--- src/rtl/cam_core_if.sv ---
// CAM request/response bus between the test side (master) and the CAM (slave).
interface cam_core_if #(
    parameter int unsigned DATA_WIDTH = 4,
    parameter int unsigned ADDR_WIDTH = 2
);
    logic                  writ_enable;
    logic [ADDR_WIDTH-1:0] wr_addr;
    logic [DATA_WIDTH-1:0] data_in;
    logic                  cmp_start;
    logic [DATA_WIDTH-1:0] cmp_din;
    logic                  busy;
    logic                  match;
    logic [ADDR_WIDTH-1:0] match_addr;
    logic                  done;

    modport master (
        output writ_enable, wr_addr, data_in, cmp_start, cmp_din,
        input  busy, match, match_addr, done
    );

    modport slave (
        input  writ_enable, wr_addr, data_in, cmp_start, cmp_din,
        output busy, match, match_addr, done
    );
endinterface

--- src/rtl/cam_core.sv ---
// Sequential-scan CAM: addressed writes, one entry per clock compare, lowest hit wins.
module cam_core #(
    parameter int unsigned DATA_WIDTH = 4,
    parameter int unsigned ADDR_WIDTH = 2
) (
    input  logic        clk,
    input  logic        rst_n,
    cam_core_if.slave   bus
);
    localparam int unsigned DEPTH = 2 ** ADDR_WIDTH;
    localparam logic [ADDR_WIDTH-1:0] LastIdx = '1;

    typedef enum logic {StIdle, StScan} state_e;

    state_e                state_q;
    logic [DATA_WIDTH-1:0] mem [DEPTH];
    logic [DEPTH-1:0]      valid_q;
    logic [DATA_WIDTH-1:0] key_q;
    logic [ADDR_WIDTH-1:0] idx_q;
    logic                  busy_q;
    logic                  match_q;
    logic [ADDR_WIDTH-1:0] match_addr_q;
    logic                  done_q;
    logic                  wr_accept;
    logic                  hit;

    assign wr_accept = bus.writ_enable && (state_q == StIdle);
    assign hit       = valid_q[idx_q] && (mem[idx_q] == key_q);

    // Array payload carries no reset; only the valid bits gate matching.
    always_ff @(posedge clk) begin
        if (wr_accept) begin
            mem[bus.wr_addr] <= bus.data_in;
        end
    end

    always_ff @(posedge clk or negedge rst_n) begin
        if (!rst_n) begin
            state_q      <= StIdle;
            valid_q      <= '0;
            key_q        <= '0;
            idx_q        <= '0;
            busy_q       <= 1'b0;
            match_q      <= 1'b0;
            match_addr_q <= '0;
            done_q       <= 1'b0;
        end else begin
            done_q <= 1'b0;
            unique case (state_q)
                StIdle: begin
                    // A write in the same cycle as a compare request wins; the request is dropped.
                    if (bus.writ_enable) begin
                        valid_q[bus.wr_addr] <= 1'b1;
                    end else if (bus.cmp_start) begin
                        key_q        <= bus.cmp_din;
                        idx_q        <= '0;
                        match_q      <= 1'b0;
                        match_addr_q <= '0;
                        busy_q       <= 1'b1;
                        state_q      <= StScan;
                    end
                end
                StScan: begin
                    if (hit) begin
                        match_q      <= 1'b1;
                        match_addr_q <= idx_q;
                        busy_q       <= 1'b0;
                        done_q       <= 1'b1;
                        state_q      <= StIdle;
                    end else if (idx_q == LastIdx) begin
                        match_q      <= 1'b0;
                        match_addr_q <= '0;
                        busy_q       <= 1'b0;
                        done_q       <= 1'b1;
                        state_q      <= StIdle;
                    end else begin
                        idx_q <= idx_q + 1'b1;
                    end
                end
                default: state_q <= StIdle;
            endcase
        end
    end

    assign bus.busy       = busy_q;
    assign bus.match      = match_q;
    assign bus.match_addr = match_addr_q;
    assign bus.done       = done_q;
endmodule
--- src/flat_wrapper.sv ---
// flat-port wrapper written by rule: the top's interface ports become plain ports
module cam_core_flat 
#(
    parameter int unsigned DATA_WIDTH = 4,
    parameter int unsigned ADDR_WIDTH = 2
)
  (clk, rst_n, bus_writ_enable, bus_wr_addr, bus_data_in, bus_cmp_start, bus_cmp_din, bus_busy, bus_match, bus_match_addr, bus_done);
  cam_core_if #(.DATA_WIDTH(DATA_WIDTH), .ADDR_WIDTH(ADDR_WIDTH)) bus_i ();
  input  logic clk;
  input  logic rst_n;
  input wire logic [$bits(bus_i.writ_enable)-1:0] bus_writ_enable;
  input wire logic [$bits(bus_i.wr_addr)-1:0] bus_wr_addr;
  input wire logic [$bits(bus_i.data_in)-1:0] bus_data_in;
  input wire logic [$bits(bus_i.cmp_start)-1:0] bus_cmp_start;
  input wire logic [$bits(bus_i.cmp_din)-1:0] bus_cmp_din;
  output wire logic [$bits(bus_i.busy)-1:0] bus_busy;
  output wire logic [$bits(bus_i.match)-1:0] bus_match;
  output wire logic [$bits(bus_i.match_addr)-1:0] bus_match_addr;
  output wire logic [$bits(bus_i.done)-1:0] bus_done;
  assign bus_i.writ_enable = bus_writ_enable;
  assign bus_i.wr_addr = bus_wr_addr;
  assign bus_i.data_in = bus_data_in;
  assign bus_i.cmp_start = bus_cmp_start;
  assign bus_i.cmp_din = bus_cmp_din;
  assign bus_busy = bus_i.busy;
  assign bus_match = bus_i.match;
  assign bus_match_addr = bus_i.match_addr;
  assign bus_done = bus_i.done;
  cam_core #(.DATA_WIDTH(DATA_WIDTH), .ADDR_WIDTH(ADDR_WIDTH)) u_core (.clk(clk), .rst_n(rst_n), .bus(bus_i));
endmodule
--- config.mk ---
export PLATFORM = sky130hd
export DESIGN_NAME = cam_core_flat
export DESIGN_NICKNAME = d
export VERILOG_FILES = /design/src/rtl/cam_core_if.sv /design/src/rtl/cam_core.sv /design/src/flat_wrapper.sv
export SDC_FILE = /design/constraint.sdc
export NUM_CORES = 1
export LEC_CHECK = 0
export ABC_AREA = 0
export CAP_MARGIN = 20
export CORE_MARGIN = 2
export CORE_UTILIZATION = 52
export DETAILED_ROUTE_END_ITERATION = 10
export PLACE_DENSITY = 0.81
export SYNTH_ARGS = -nofsm -noshare
export SYNTH_HDL_FRONTEND = slang
export SYNTH_SLANG_ARGS = --single-unit
export TNS_END_PERCENT = 20
--- constraint.sdc ---
create_clock -name clk -period 2.8 [get_ports clk]
set_input_delay 0.28 -clock clk [delete_from_list [all_inputs] [get_ports clk]]
set_output_delay 0.28 -clock clk [all_outputs]
set_load 0.05 [all_outputs]
==> metrics.yaml, run 1 <==
outcome:
  outcome: "finished, final reports clean"
final_layout:
  drive_above_1_share_pct: 19.30
  seqCellArea_um2: 880.8
  area_growth_pct: 19.69
  layout_common_cells: "18 x clkdlybuf4s50_1, 16 x dfrtp_1, 16 x edfxtp_1"
  diodes: 0
  final_common_cell: "clkdlybuf4s50_1"
  fillCellCount: 211
  nets: 128
  multi_input_area_um2: 454.2
critical_path:
  rrSetupSlack_ns: 0.54
  worstSetupPathType: "flip-flop to flip-flop"
  rr_endpoint: "u_core.bus.match_addr[0]"
  reg2reg_depth: 6
  cp.required_ns: 3.01
  cp_max_fo: 13
  endpoint_kind: "flip-flop"
  critPathLaunchType: "flip-flop"
  r2r_start: "u_core.idx_q[0]"
  cp_data_arrival_time_ns: 2.47
timing:
  max_freq_ghz: 0.4425
  maxSlewViolCount: 0
  worst_clock_skew_ns: 0.001923
  report.final.setup_viol: 0
  min_period_ns: 2.260
  timing.final.crit_share_pct: 80.72
  worst_pin_slew_ns: 0.6882
  tns_ns: 0
  finalHoldViolations: 0
  rsz0062_at_grt: "no"
  relSlewSlack_pct: 53.97
global_route:
  overflow: 0
  first_global_vias: 693
  antenna_found_initial: 0
  grt_first_pass_wirelength_um: 3132
  track_usage_pct: 15.84
  grt_max_degree: 17
logic_synthesis:
  synth_seq_cells: 32
  avgSynthCellArea_um2: 15.38
  yosysWarnings: 0
  ys_seq_area_share_pct: 65.06
  synth_fp_nets: 103
  syn_inst: 88
  ys_types: 29
  syn_area_um2: 1354
die:
  die_area_um2: 3028
  top_level_ports: 19
  fp-row-count: 18
  fp.coreArea_um2: 2477
  die_w_um: 55.03
  initial_core_util_pct: 54.65
  die_h_um: 55.03
clock_network:
  post_cts_buffers: 0
  clkLatencyLatePin_ns: 0.31
  numCtsBuffers: 5
  clock_sinks: 32
  cts.hold.buffers_added: 0
  path_clk_slew_ns: 0.09
  cts_tree: "done"
  ctsResizeCount: 0
  clockRootBuffer: "clkbuf_4"
  htreeDepth: 2
  cts.path.max_buffers: 2
routing:
  routed_via_density: 5.229
  final_antenna_net_count: 0
  firstDrtPassIters: 4
  drcViolationCount: 0
  post_drt_wl_per_cell_um: 14.08
  dr.first_iter.drc_count: 6
  wl_um: 2027
  num_vias: 753
placement:
  dp_hpwl_um: 1475
  portBuffers: 18
  gp_congestion: 0.7168
power_and_ir_drop:
  max-vdd-ir-drop_mv: 0.5935
  p_leak_nw: 0.6331
  powerDensity_nw_per_um2: 953.1
  power_w: 0.001544
worst_hold_path:
  min_path_type: "input pin to asynchronous set/reset pin"
flow_run:
  cap_violations: 0
==> registers in the layout, summed over array words and instances (netlist names) <==
register,count
u_core.state_q,1
u_core.bus.match,1
u_core.bus.match_addr,2
u_core.key_q,4
u_core.mem,16
u_core.bus.done,1
u_core.idx_q,2
u_core.valid_q,4
u_core.bus.busy,1
==> synthesized netlist by cell type <==
master | instances | area share, %
a32oi_1 | 1 | 0.65
o32ai_1 | 1 | 0.65
nand3_1 | 1 | 0.37
dfrtp_1 | 16 | 30
and3_2 | 2 | 1.1
nor2_1 | 3 | 0.83
a32o_1 | 1 | 0.74
mux4_1 | 1 | 1.9
a211oi_4 | 1 | 1.5
or2_2 | 4 | 1.8
o21ai_2 | 1 | 0.65
xor2_1 | 5 | 3.2
and3b_1 | 1 | 0.65
a21o_1 | 1 | 0.55
a31o_1 | 2 | 1.3
xnor2_1 | 2 | 1.3
ha_1 | 1 | 0.92
buf_6 | 1 | 0.83
o21ai_0 | 1 | 0.37
mux2_2 | 5 | 4.2
edfxtp_1 | 16 | 35
nor2b_1 | 1 | 0.46
nor3b_2 | 1 | 0.92
inv_1 | 2 | 0.55
mux2i_1 | 8 | 5.9
nor3b_1 | 1 | 0.55
nand2_1 | 6 | 1.7
or3_4 | 1 | 0.83
and3_1 | 1 | 0.46
==> cells by family after synthesis <==
logic type                 after synthesis  synth area share (%)
buffers and inverters                    3                 1.386
and+or+nand+nor                         22                 9.704
adders and majority gates                1                0.9241
DFF                                     32                 65.06
xor gates and xnor gates                 7                 4.529
AOI/OAI and AO/OA                        9                 6.378
muxes                                   14                 12.02
==> power breakdown <==
group	leakage, nW	switching [W]	total, W	internal [W]
combinational	0.277	0.000303	0.000584	0.000281
sequential	0.330	0.000123	0.000723	0.000600
clock	0.0259	0.000143	0.000238	0.0000955
==> per-layer routing <==
layer  global-route usage (%)  up-vias  part of all wire [%]
met1                    18.08      360                    45
met3                    5.645        2                   5.5
met5                        0        -                     0
li1                         -      374                     -
met2                    26.59       17                    49
met4                    7.317        0                  0.69
==> stage by stage <==
stage | setup WS, ns | cell area, um2 | utilization, % | std cells | hold slack (ns)
global placement | 0.5946 | 1568 | 63.28 | 136 | 0.4530
detailed placement | 0.5470 | 1568 | 63.28 | 136 | 0.4625
finish | 0.5400 | 1620 | 65.40 | 144 | 0.3763
global route | 0.3983 | 1620 | 65.40 | 144 | 0.4109
floorplan | 0.8713 | 1354 | - | 88 | -0.01559
CTS | 0.5257 | 1620 | 65.40 | 144 | 0.3828
==> how the worst max path moves through the flow <==
stage	startpoint	slack (ns)	depth (start not counted)	end
after floorplan	u_core.idx_q[0]	0.87	7	u_core.bus.match_addr[0]
after global placement	u_core.idx_q[0]	0.59	6	u_core.bus.match_addr[0]
after detailed placement	u_core.idx_q[0]	0.55	6	u_core.bus.match_addr[0]
after CTS	u_core.idx_q[0]	0.53	6	u_core.bus.match_addr[0]
after global routing	u_core.idx_q[0]	0.40	6	u_core.bus.match_addr[0]
final	u_core.idx_q[0]	0.54	6	u_core.bus.match_addr[0]
==> layout make-up <==
cell class | count | area share, %
repair buffers | 19 | 11.58
clock inverters | 2 | 0.6950
flip-flops and latches | 32 | 54.36
inverters | 2 | 0.4633
well taps | 30 | 2.317
multi-input cells | 53 | 28.03
clock buffers | 6 | 2.548
==> critical path, cell delays in order (launching register included) <==
cell	delay [ns]
dfrtp_1	0.70
mux2i_1	0.30
xnor2_1	0.09
or3_4	0.38
a211oi_4	0.36
o21ai_2	0.11
a31o_1	0.22
Note: power is estimated with default switching activity, not from simulation.
==> inputs of run 2 (changes only) <==
- CORE_UTILIZATION: 52 -> 47
- PLACE_DENSITY: 0.81 -> 0.77
- clock period: 2.8 -> 1.97 ns (I/O delays scaled with it)
==> metrics.yaml, run 2 (synthesis gave the netlist of run 1 again) <==
outcome:
  outcome: "finished with violations"
  violations: "setup timing"
critical_path:
  endpoint: "u_core.bus.match_addr[1]"
  rr_endpoint: "u_core.bus.match_addr[1]"
  endpoint_kind: "flip-flop"
  r2r_start: "u_core.idx_q[0]"
  cp_max_fo: 7  # -6
  rrSetupSlack_ns: -0.04  # -0.58 ns
  worstSetupPathType: "flip-flop to flip-flop"
  critPathLaunchType: "flip-flop"
  cp.required_ns: 2.19  # -0.82 ns
  cp-startpoint: "u_core.idx_q[0]"
  reg2reg_depth: 7  # +1
  cp_data_arrival_time_ns: 2.24  # -0.23 ns
die:
  fp-row-count: 19  # +1
  fp.coreArea_um2: 2758  # +11%
  die_h_um: 57.67  # +4.8%
  top_level_ports: 19  # unchanged
  initial_core_util_pct: 49.09  # -5.6 points
  die_area_um2: 3326  # +9.8%
  die_w_um: 57.67  # +4.8%
global_route:
  antenna_found_initial: 0  # unchanged
  grt_use_met1_pct: 18.85  # +0.77 points
  met2_usage_pct: 23.54  # -3.0 points
  track_usage_pct: 15.30  # -0.54 points
  grt_max_degree: 17  # unchanged
  met3_usage_pct: 6.473  # +0.83 points
  first_global_vias: 832  # +20%
  grt_first_pass_wirelength_um: 3698  # +18%
  overflow: 0  # unchanged
  gr-max-usage-layer: "met2"
final_layout:
  drive_above_1_share_pct: 27.05  # +7.8 points
  diodes: 0  # unchanged
  area_growth_pct: 26.06
  reg_top3: "u_core.mem x16, u_core.key_q x4, u_core.valid_q x4"
  finalInstanceArea_um2: 1707  # +5.3%
  final_common_cell: "clkdlybuf4s50_1"
  regMostFlops: "u_core.mem"
  multi_input_area_um2: 450.4  # -0.83%
  fillCellCount: 228  # +8.1%
  layout_common_cells: "18 x clkdlybuf4s50_1, 16 x edfxtp_1, 15 x dfrtp_1"
  nets: 136  # +6.3%
  largest_reg_flops: 16  # unchanged
  seqCellArea_um2: 882.1  # +0.14%
clock_network:
  clockRootBuffer: "clkbuf_4"
  clkLatencyLatePin_ns: 0.32  # about the same
  path_clk_slew_ns: 0.10  # about the same
  clock_sinks: 32  # unchanged
  htreeDepth: 2  # unchanged
  cts_tree: "done"
  cts.path.max_buffers: 2  # unchanged
  cts.hold.buffers_added: 0  # unchanged
  numCtsBuffers: 5  # unchanged
timing:
  max_freq_ghz: 0.4969  # +12%
  worst_clock_skew_ns: 0.003629  # +0.001706 ns
  timing.final.crit_share_pct: 102.2  # +21 points
  relSlewSlack_pct: 53.89  # -0.084 points
  worst_pin_slew_ns: 0.6895  # +0.001259 ns
  min_period_ns: 2.012  # -0.2475 ns
  fin_ws_ns: -0.04249  # -0.5825 ns
  report.final.setup_viol: 5  # +5
  finalHoldViolations: 0  # unchanged
  rsz0062_at_grt: "yes"
  maxSlewViolCount: 0  # unchanged
routing:
  wl_um: 2223  # +9.7%
  final_antenna_net_count: 0  # unchanged
  post_drt_wl_per_cell_um: 14.53  # +3.2%
  routed_via_density: 5.314  # +1.6%
  num_vias: 813  # +8.0%
  drcViolationCount: 0  # unchanged
  dr.first_iter.drc_count: 6  # unchanged
  firstDrtPassIters: 3  # -1
placement:
  pre_cts_slack_ns: -0.1289  # -0.6759 ns
  portBuffers: 18  # unchanged
  gp_congestion: 0.7004  # -2.3%
  place_area_um2: 1607  # +2.5%
  dp_hpwl_um: 1610  # +9.1%
worst_hold_path:
  min_path_type: "input pin to asynchronous set/reset pin"
power_and_ir_drop:
  max-vdd-ir-drop_mv: 1.291  # +120%
  power_w: 0.002488  # +61%
  p_leak_nw: 0.6850  # +8.2%
  powerDensity_nw_per_um2: 1458  # +53%
flow_run:
  cap_violations: 0  # unchanged
-- run 2: cell types whose count changed in the layout (fill, tap and decap cells not counted) --
cell	previous run	this run
clkinvlp_4	1	0
buf_4	1	8
dfrtp_2	0	1
bufinv_16	0	1
mux4_1	1	0
dfrtp_1	16	15
clkinv_2	0	1
clkinv_1	1	0
mux4_2	0	1
buf_6	0	1
-- run 2: stage by stage --
stage	hold WS [ns]	util, %	TNS (ns)	cells
6_report	0.2825	61.89	-0.1063	153
5_1_grt	0.3115	61.89	-0.6121	153
4_1_cts	0.2952	61.48	-0.01185	152
3_5_place_dp	0.4548	58.26	-0.5960	142
3_3_place_gp	0.4526	58.26	-0.09107	142
2_1_floorplan	-0.09859	-	0	88
-- run 2: metal layers --
metal	vias up	routed length (um)	part of all wire, %
met5	-	0	0
met4	0	38	1.7
met3	5	137	6.2
met2	20	1034	47
met1	400	1014	46
li1	388	-	-
-- run 2: critical path: stages, from the launching register on --
cell and delay (ns):
dfrtp_2 0.46, buf_4 0.14, mux2i_1 0.20, xnor2_1 0.08, or3_4 0.34, a211oi_4 0.35
o21ai_2 0.11, a31o_1 0.23
-- run 2: area by class of cell --
cell class / instances / share of cell area, %
inverter: 2 / 0.4399
clock buffer: 6 / 2.419
clock inverter: 2 / 2.053
multi-input combinational: 53 / 26.39
sequential: 32 / 51.69
tap: 31 / 2.273
timing repair buffer: 27 / 14.74
-- run 2: where the power goes --
| part | leakage [nW] | switching, W | total, W | internal, W |
|---|---|---|---|---|
| Combinational | 0.314 | 0.000492 | 0.00100 | 0.000512 |
| Sequential | 0.329 | 0.000149 | 0.00100 | 0.000855 |
| Clock | 0.0422 | 0.000214 | 0.000479 | 0.000266 |
-- run 2: worst min path at each step --
| stage | cells past startpoint | slack [ns] | end |
|---|---|---|---|
| after global placement | 1 | 0.45 | u_core.valid_q[3] |
| after CTS | 1 | 0.30 | u_core.bus.match_addr[1] |
| final | 1 | 0.28 | u_core.bus.match_addr[1] |
| after global routing | 1 | 0.31 | u_core.bus.match_addr[1] |
| after floorplan | 0 | -0.1 | u_core.bus.busy |
| after detailed placement | 1 | 0.45 | u_core.valid_q[3] |
-- run 2: timing repair --
item	4_1_cts	5_1_grt
pin swaps	1	2
cloned	0	0
gates resized for setup	2	1
hold endpoints to repair	0	0
setup buffers	2	1
endpoints found under the setup margin	6	7
==> inputs of run 3 (changes only) <==
- GPL_ROUTABILITY_DRIVEN: unset -> 0
==> results of run 3 <==
Same layout as run 2: the final DEF is identical, and so are final timing and power.
